[src/rtl/key_red_pkg.sv]
// Shared types and constants for the iterative key reducer.
// Optional KEY_RED_ZEROIZE_EN build clears key material after the output handshake.
package key_red_pkg;

    typedef enum logic [1:0] {
        MODE_XOR = 2'd0,
        MODE_MIX = 2'd1,
        MODE_RC  = 2'd2,
        MODE_RSV = 2'd3
    } fold_mode_e;

    typedef enum logic [1:0] {
        S_IDLE = 2'd0,
        S_FOLD = 2'd1,
        S_DONE = 2'd2
    } state_e;

    localparam logic [31:0] RC [8] = '{
        32'h9E3779B9, 32'h7F4A7C15, 32'hF39CC060, 32'h5851F42D,
        32'hC6A4A793, 32'h2545F491, 32'h94D049BB, 32'hBF58476D
    };

    function automatic int clog2(input int v);
        int r;
        r = 0;
        for (int i = 0; i < 31; i++)
            if ((1 << i) < v)
                r = i + 1;
        return r;
    endfunction

endpackage

[src/rtl/key_red_fold_stage.sv]
// One fold stage: rotate, halve and combine, selected by stage index.
// Each stage has its own constant width and rotate; stg picks one.
module key_red_fold_stage
    import key_red_pkg::*;
#(
    parameter int KEY_W = 512,
    parameter int ROT   = 7,
    parameter int NSTG  = 5,
    parameter int CNT_W = 3
) (
    input  logic [KEY_W-1:0] work,
    input  logic [CNT_W-1:0] stg,
    input  fold_mode_e       mode,
    output logic [KEY_W-1:0] nxt
);

    logic [KEY_W-1:0] cand [NSTG];

    for (genvar s = 0; s < NSTG; s++) begin : g_stg
        localparam int W   = KEY_W >> s;
        localparam int H   = W / 2;
        localparam int AMT = (ROT * (s + 1)) % W;

        logic [W-1:0] x;
        logic [W-1:0] r;
        logic [H-1:0] hi;
        logic [H-1:0] lo;
        logic [H-1:0] rc;
        logic [H-1:0] f;

        assign x = work[W-1:0];

        if (AMT == 0) begin : g_nrot
            assign r = x;
        end else begin : g_rot
            assign r = {x[W-AMT-1:0], x[W-1:W-AMT]};
        end

        assign hi = r[W-1:H];
        assign lo = r[H-1:0];

        for (genvar i = 0; i < H; i++) begin : g_rc
            assign rc[i] = RC[s % 8][i % 32];
        end

        // Per-stage operator; legacy mix alternates AND/OR after stage 0
        always_comb begin
            f = hi ^ lo;
            unique case (1'b1)
                (mode == MODE_MIX) && (s != 0):
                    f = (s % 2 == 1) ? (hi & lo) : (hi | lo);
                (mode == MODE_RC):
                    f = hi ^ lo ^ rc;
                default: ;
            endcase
        end

        assign cand[s] = {work[KEY_W-1:H], f};
    end

    // Select the stage addressed by the iteration counter
    always_comb begin
        nxt = work;
        for (int s = 0; s < NSTG; s++)
            if (stg == CNT_W'(s))
                nxt = cand[s];
    end

endmodule

[src/rtl/key_reduction_iter.sv]
// Iterative KEY_W -> OUT_W key reducer with valid/ready on both sides.
// Define KEY_RED_ZEROIZE_EN to wipe red_key and work on output handshake.
module key_reduction_iter
    import key_red_pkg::*;
#(
    parameter int KEY_W = 512,
    parameter int OUT_W = 16,
    parameter int ROT   = 7
) (
    input  logic             clk,
    input  logic             rst_n,
    input  logic             in_valid,
    output logic             in_ready,
    input  logic [KEY_W-1:0] key,
    input  logic [1:0]       mode,
    output logic             out_valid,
    input  logic             out_ready,
    output logic [OUT_W-1:0] red_key,
    output logic             busy
);

    localparam int NSTG  = clog2(KEY_W / OUT_W);
    localparam int CNT_W = (NSTG > 1) ? clog2(NSTG) : 1;
    localparam logic [CNT_W-1:0] LAST = CNT_W'(NSTG - 1);

    state_e           state;
    logic [KEY_W-1:0] work;
    logic [KEY_W-1:0] nxt;
    logic [CNT_W-1:0] cnt;
    fold_mode_e       mode_q;

    assign in_ready = ~busy;

    key_red_fold_stage #(
        .KEY_W(KEY_W),
        .ROT  (ROT),
        .NSTG (NSTG),
        .CNT_W(CNT_W)
    ) u_fold (
        .work(work),
        .stg (cnt),
        .mode(mode_q),
        .nxt (nxt)
    );

    // Control FSM: accept, fold one stage per cycle, hold result until taken
    always_ff @(posedge clk or negedge rst_n) begin
        if (!rst_n) begin
            state     <= S_IDLE;
            work      <= '0;
            cnt       <= '0;
            mode_q    <= MODE_XOR;
            out_valid <= 1'b0;
            red_key   <= '0;
            busy      <= 1'b0;
        end else begin
            unique case (state)
                S_IDLE: begin
                    if (in_valid) begin
                        work   <= key;
                        mode_q <= fold_mode_e'(mode);
                        cnt    <= '0;
                        busy   <= 1'b1;
                        state  <= S_FOLD;
                    end
                end
                S_FOLD: begin
                    work <= nxt;
                    if (cnt == LAST) begin
                        red_key   <= nxt[OUT_W-1:0];
                        out_valid <= 1'b1;
                        state     <= S_DONE;
                    end else begin
                        cnt <= cnt + 1'b1;
                    end
                end
                S_DONE: begin
                    if (out_ready) begin
                        out_valid <= 1'b0;
                        busy      <= 1'b0;
                        state     <= S_IDLE;
`ifdef KEY_RED_ZEROIZE_EN
                        red_key   <= '0;
                        work      <= '0;
`endif
                    end
                end
                default: state <= S_IDLE;
            endcase
        end
    end

endmodule

[config.mk]
export PLATFORM = sky130hd
export DESIGN_NAME = key_reduction_iter
export DESIGN_NICKNAME = d
export VERILOG_FILES = /design/src/rtl/key_red_pkg.sv /design/src/rtl/key_red_fold_stage.sv /design/src/rtl/key_reduction_iter.sv
export SDC_FILE = /design/constraint.sdc
export NUM_CORES = 2
export LEC_CHECK = 0
export BUFFER_PORTS_ARGS = -buffer_cell sky130_fd_sc_hd__buf_2
export CAP_MARGIN = 20
export CORE_AREA = 2 2 298 300
export CTS_CLUSTER_DIAMETER = 30
export CTS_CLUSTER_SIZE = 24
export DETAILED_ROUTE_END_ITERATION = 7
export DIE_AREA = 0 0 300 302
export SLEW_MARGIN = 20
export SYNTH_ARGS = -nofsm -noshare
export SYNTH_HDL_FRONTEND = slang
export SYNTH_SLANG_ARGS = --single-unit
[constraint.sdc]
create_clock -name clk -period 2.1 [get_ports clk]
set_input_delay 0.42 -clock clk [delete_from_list [all_inputs] [get_ports clk]]
set_output_delay 0.42 -clock clk [all_outputs]
set_load 0.02 [all_outputs]
# Word-level counts from Yosys, hierarchy flattened
# Index checks and enable logic that the tools add are counted.
[op_classes] n_bitwise=16 reduce_logical=17 add_sub_neg=1 mux=24 n_eq_ne=19
[op_table] cell="$mux W256" count=6
[op_table] cell="$pmux W512 S2" count=1
[op_table] cell="$mux W512" count=1
[op_table] cell="$pmux W128 S2" count=1
[op_table] cell="$xor A256 B256 Y256" count=1
[op_table] cell="$not A160 Y160" count=1
[op_table] cell="$and A128 B128 Y128" count=1
[op_table] cell="$pmux W64 S2" count=1
[op_table] cell="$xor A128 B128 Y128" count=1
[op_table] cell="$not A72 Y72" count=1
[op_table] cell="$or A64 B64 Y64" count=1
[op_table] cell="$pmux W32 S2" count=1
[op_table] cell="$xor A64 B64 Y64" count=1
[op_table] cell="$and A32 B32 Y32" count=1
[op_table] cell="$pmux W16 S2" count=1
[op_table] cell="$xor A32 B32 Y32" count=1
[op_table] cell="$not A28 Y28" count=1
[op_table] cell="$or A16 B16 Y16" count=1
[op_table] cell="$xor A16 B16 Y16" count=1
[op_table] cell="$not A15 Y15" count=1
[op_table] cell="$reduce_and A3 Y1" count=5
[op_table] cell="$ne A2 B2 Y1 const B" count=7
[op_table] cell="$not A9 Y9" count=1
[op_table] cell="$reduce_and A7 Y1" count=1
[op_table] cell="other kinds (24)" count=38
[totals] inputBits=518 out_inout_bits=19 word_cells=89 register_bits=537

# Depth between registers and ports, before layout
[depth] depth_word=9 depth_mapped=13

# Hierarchy
# Synthesis repeated with hierarchy kept, for this count alone.
[hier_totals] cells_unflattened=5381 area_unflattened_um2=43965.9
[by_module_without_submodules] module="key_reduction_iter" cells_per_inst=2918 seq_area_each_um2=13437.9 n_inst=1 area_per_inst_um2=26959.6
[by_module_without_submodules] module="key_red_fold_stage" cells_per_inst=2463 seq_area_each_um2=0.0 n_inst=1 area_per_inst_um2=17006.3

# Worst setup path after synthesis
# No wires, ideal clock.
[synth_timing] path_kind="register to register" startpoint="register cnt[2]" endpoint="register work[20]" arrival_time_ns=2.159 slack_ns=-0.175 path_stages_with_launch=10 setup_time_ns=0.116 path_cell_list="dfrtp_1 -> buf_2 -> inv_1 -> ha_1 -> nor3b_2 -> and2_1 -> buf_2 -> o211ai_1 -> or4b_1 -> o311ai_0"
[synth_via] elab_chain_cells=6
[synth_rtl] element="from (decl)" line_no="key_reduction_iter.sv:29" rtl="logic [CNT_W-1:0] cnt;"
[synth_rtl] element="from (signal assigned)" line_no="key_reduction_iter.sv:74" rtl="cnt <= cnt + 1'b1;"
[synth_rtl] element="$eq A3 B1 Y1" line_no="key_red_fold_stage.sv:65" rtl="if (stg == CNT_W'(s))"
[synth_rtl] element="$mux W256 (4 in a row)" line_no="key_red_fold_stage.sv:65"
[synth_rtl] element="$pmux W512 S2" line_no="key_reduction_iter.sv:57" rtl="unique case (state)"
[synth_rtl] element="to (signal assigned)" line_no="key_reduction_iter.sv:60" rtl="work <= key;"
[synth_rtl] element="to (signal assigned)" line_no="key_reduction_iter.sv:68" rtl="work <= nxt;"
[synth_rtl] element="to (decl)" line_no="key_reduction_iter.sv:27" rtl="logic [KEY_W-1:0] work;"
# Parallel ways exist; a longest one is shown, timed or not. The select of a mux whose other input is x is not followed.
# A chain may end at the register's enable or synchronous reset.

# Worst setup path after layout
[layout_timing] startpoint="register mode_q[1]" endpoint="register work[2]"
[layout_via] elab_chain_cells=7
[layout_rtl] element="from (decl)" line_no="key_reduction_iter.sv:30" rtl="fold_mode_e mode_q;"
[layout_rtl] element="from (signal assigned)" line_no="key_reduction_iter.sv:61" rtl="mode_q <= fold_mode_e'(mode);"
[layout_rtl] element="$eq A2 B2 Y1 or $eq A2 B1 Y1 (tied branches)"
[layout_rtl] element="$pmux W128 S2" line_no="key_red_fold_stage.sv:49" rtl="unique case (1'b1)"
[layout_rtl] element="$mux W256 (3 in a row)" line_no="key_red_fold_stage.sv:65"
[layout_rtl] element="$mux W256 (*)" line_no="key_red_fold_stage.sv:65"
[layout_rtl] element="$pmux W512 S2 (*)" line_no="key_reduction_iter.sv:57"
# Every way passes the cells marked *; elsewhere a longest branch is shown, timed or not. The select of a mux whose other input is x is not followed.

==> run metrics <==
gr usage total=between 30% and 40%; Final Skew=a little under 0.04 ns; Initial Util=roughly two fifths; Mapped Cells=4,040; post-DP HPWL=132,700 µm; CTS Buffer Depth=3; Post-DRT Antenna Nets=0; total clock sinks=roughly 540; Via density=about 5.8; drt first pass iters=7; first-pass GRT wire length=approximately 260,000 µm; Synth Flop Type=dfrtp_1; CP max FO=28; Worst Setup SP=mode_q[1]; layout cells sized above 1=between 30% and 40%; most common cell after layout, fill and taps aside=nand2_1; VDD IR max=1.129 mV; Ys Warns=0; H-tree depth=4; Worst-Skew Late Latency=between 0.7 and 0.8 ns; Post-synth EDFFs=0; CTS Buf Count=around 150; R2R setup slack=-0.30 ns; placed insts=5,999; nets=6,197; CTS tree=built; LEAKAGE=roughly 0.026 µW; vias in the first global route=about 37,000; Ports=approximately 540; fmax=about 420 MHz; Final WS setup=-0.2967 ns; clock slew at reported path FFs=approximately 0.050 ns; Die X=~300 µm; Port Buffers=about 540; crit end category=flip-flop; RR Startpoint=mode_q[1]; largest net degree at the start of global routing=slightly above 70; CP Class=reg -> reg; commonest non-fill, non-tap cells in the layout=nand2_1 (1,031), dfrtp_1 (536), buf_2 (535); core area=~88,000 µm²; HP Class=in -> reg; pwr/cell area=around 2200 nW/µm²; die area=roughly 90,000 µm²; RSZ-0062 raised after global routing=yes; average size of a mapped cell=between 8 and 9 µm²; Max-Cap Viols=0; Finished Layout Cells=approximately 6,700; Reg2Reg Capture Point=work[2]; synth unique cells=72; Final setup viols=around 260; initial antenna violation count=5; hold path depth=3; sequential fraction of the synthesis area=about two fifths; CP endpoint=work[2]; failing checks=setup timing; CTS root buf=clkbuf_16; CP arrival=3.04 ns; gr ovfl total=0; #FFs+latches synth=roughly 540; final period demand of the worst path=~2.4 ns; Slew headroom=56.15%; row count=109; Final Hold Viols=0; Slew Viols, Final=0; Via Count=about 39,000; Post-synth ARST share=100.0%; outcome=finished, violations left; pre-CTS setup slack=-0.6590 ns; Avg WL per Cell=about 27 µm; Hold Slack=between 0.002 and 0.0025 ns; gpl congestion=1.069; final-layout fill cell count=7,104; Die Ht=a little over 300 µm; worst slew pin tran=roughly 0.65 ns; P&R area growth vs syn=57.82%; CP Launch Type=flip-flop; DR DRC count=0; period utilization=114.1%; Total Routed Length=between 150,000 and 200,000 µm; post-synth net total=slightly below 5,000; R2R cell count=8; Cell Area, Synth=34,710 µm²; 1st-iter DRT viols=around 4,500; CP Data Required Time=around 2.7 ns
-- where the power goes --
part / switching, µW / internal (µW)
clock network: 7420 / 16800
logic: 40000 / 32400
registers: 6010 / 15200
total: 53400 / 64400
-- synth_stat cells, drive strengths merged (6+ instances only) --
library cell,instances,area (µm²)
a21oi,114,570.6
a31oi,21,137.6
clkbuf,183,686.9
nand3,7,35.03
a221o,11,110.1
a22oi,223,1674
o32ai,22,192.7
o21ai,293,1474
nor2,95,356.6
o22ai,31,193.9
nor3,14,75.07
o221ai,40,350.3
or4,7,52.55
inv,201,754.5
nand2,1052,3949
xnor2,299,2619
a311o,11,110.1
o211ai,26,195.2
nor2b,22,137.6
buf,132,709.4
xor2,80,700.7
o2bb2ai,8,70.07
nand4,9,56.30
o21a,7,52.55
a21o,9,67.56
a221oi,114,998.5
a32oi,17,148.9
o31ai,6,45.04
ha,248,3103
a22o,6,52.55
nor3b,6,55.05
a211oi,28,210.2
mux2i,34,340.3
nand2b,50,312.8
and3,6,37.54
dfrtp,537,13440
a2bb2oi,18,157.7
-- worst max-delay path: stages (launching register included) --
cell,delay (ns)
dfrtp_2,0.45
ha_4,0.36
or2_4,0.32
buf_12,0.25
o2bb2ai_2,0.14
a21oi_1,0.11
a311oi_2,0.31
buf_4,0.20
a2bb2oi_1,0.14
-- flip-flops by register name, summed over array words and instances (netlist names) --
name,flops
busy,1
state,2
red_key,16
work,512
mode_q,2
cnt,3
out_valid,1
-- logic make-up (layout without fill, tap and decap cells) --
group | Yosys count | after routing | synth area share [%]
AO/OA/AOI/OAI | 1040 | 1040 | 20.55
buffers and inverters | 516 | 2016 | 6.196
XOR/XNOR | 380 | 380 | 9.631
adder cells (fa/ha/maj) | 248 | 248 | 8.939
multiplexers | 36 | 36 | 1.045
flip-flops | 537 | 537 | 38.71
AND/OR/NAND/NOR | 1283 | 1284 | 14.93
other | 0 | 5 | 0
-- per-stage QoR --
step / utilization, % / area, µm² / power, µW / setup TNS, ns
after floorplan: - / 34780 / 51890 / -0.003259
after global placement: 48.94 / 42850 / 79040 / -61.93
after detailed placement: 48.94 / 42850 / 79510 / -67.24
after CTS: 60.89 / 53310 / 110200 / -43.15
after global routing: 62.56 / 54780 / 122600 / -65.24
final: 62.57 / 54790 / 117900 / -45.07
-- layout make-up --
cell class | count | area, µm² | share of cell area, %
diodes | 5 | 12.51 | 0.02284
clock buffers | 187 | 4143 | 7.562
clock inverters | 74 | 1195 | 2.181
inverters | 201 | 769.5 | 1.405
multi-input cells | 2988 | 20400 | 37.24
flip-flops and latches | 537 | 13440 | 24.53
well taps | 1165 | 1458 | 2.661
repair buffers | 1554 | 13360 | 24.39
-- repair_timing --
item | 4_1_cts | 5_1_grt
resized for setup | 256 | 268
pin swaps | 58 | 62
cloned | 13 | 18
hold buffers | 358 | 0
setup buffers | 35 | 37
endpoints found under the hold margin | 537 | 0
setup endpoints to repair | 266 | 263
-- worst min path at each step --
stage / start / to
after global placement: rst_n / work[423]
final: key[160] / work[160]
after floorplan: rst_n / busy
after detailed placement: rst_n / work[423]
after CTS: key[103] / work[103]
after global routing: key[207] / work[207]
-- routing by layer --
metal  track usage (%)  routed length (µm)  up-vias  share of wire (%)
li1                  -                   -    16890                  -
met1             51.30               72730    18680                 40
met2             57.92               79310     2458                 43
met3             8.856               18920      615                 10
met4             24.44               12870        4                7.0
met5                 0                  26        -              0.014
Note: power is estimated with default switching activity, not from simulation.
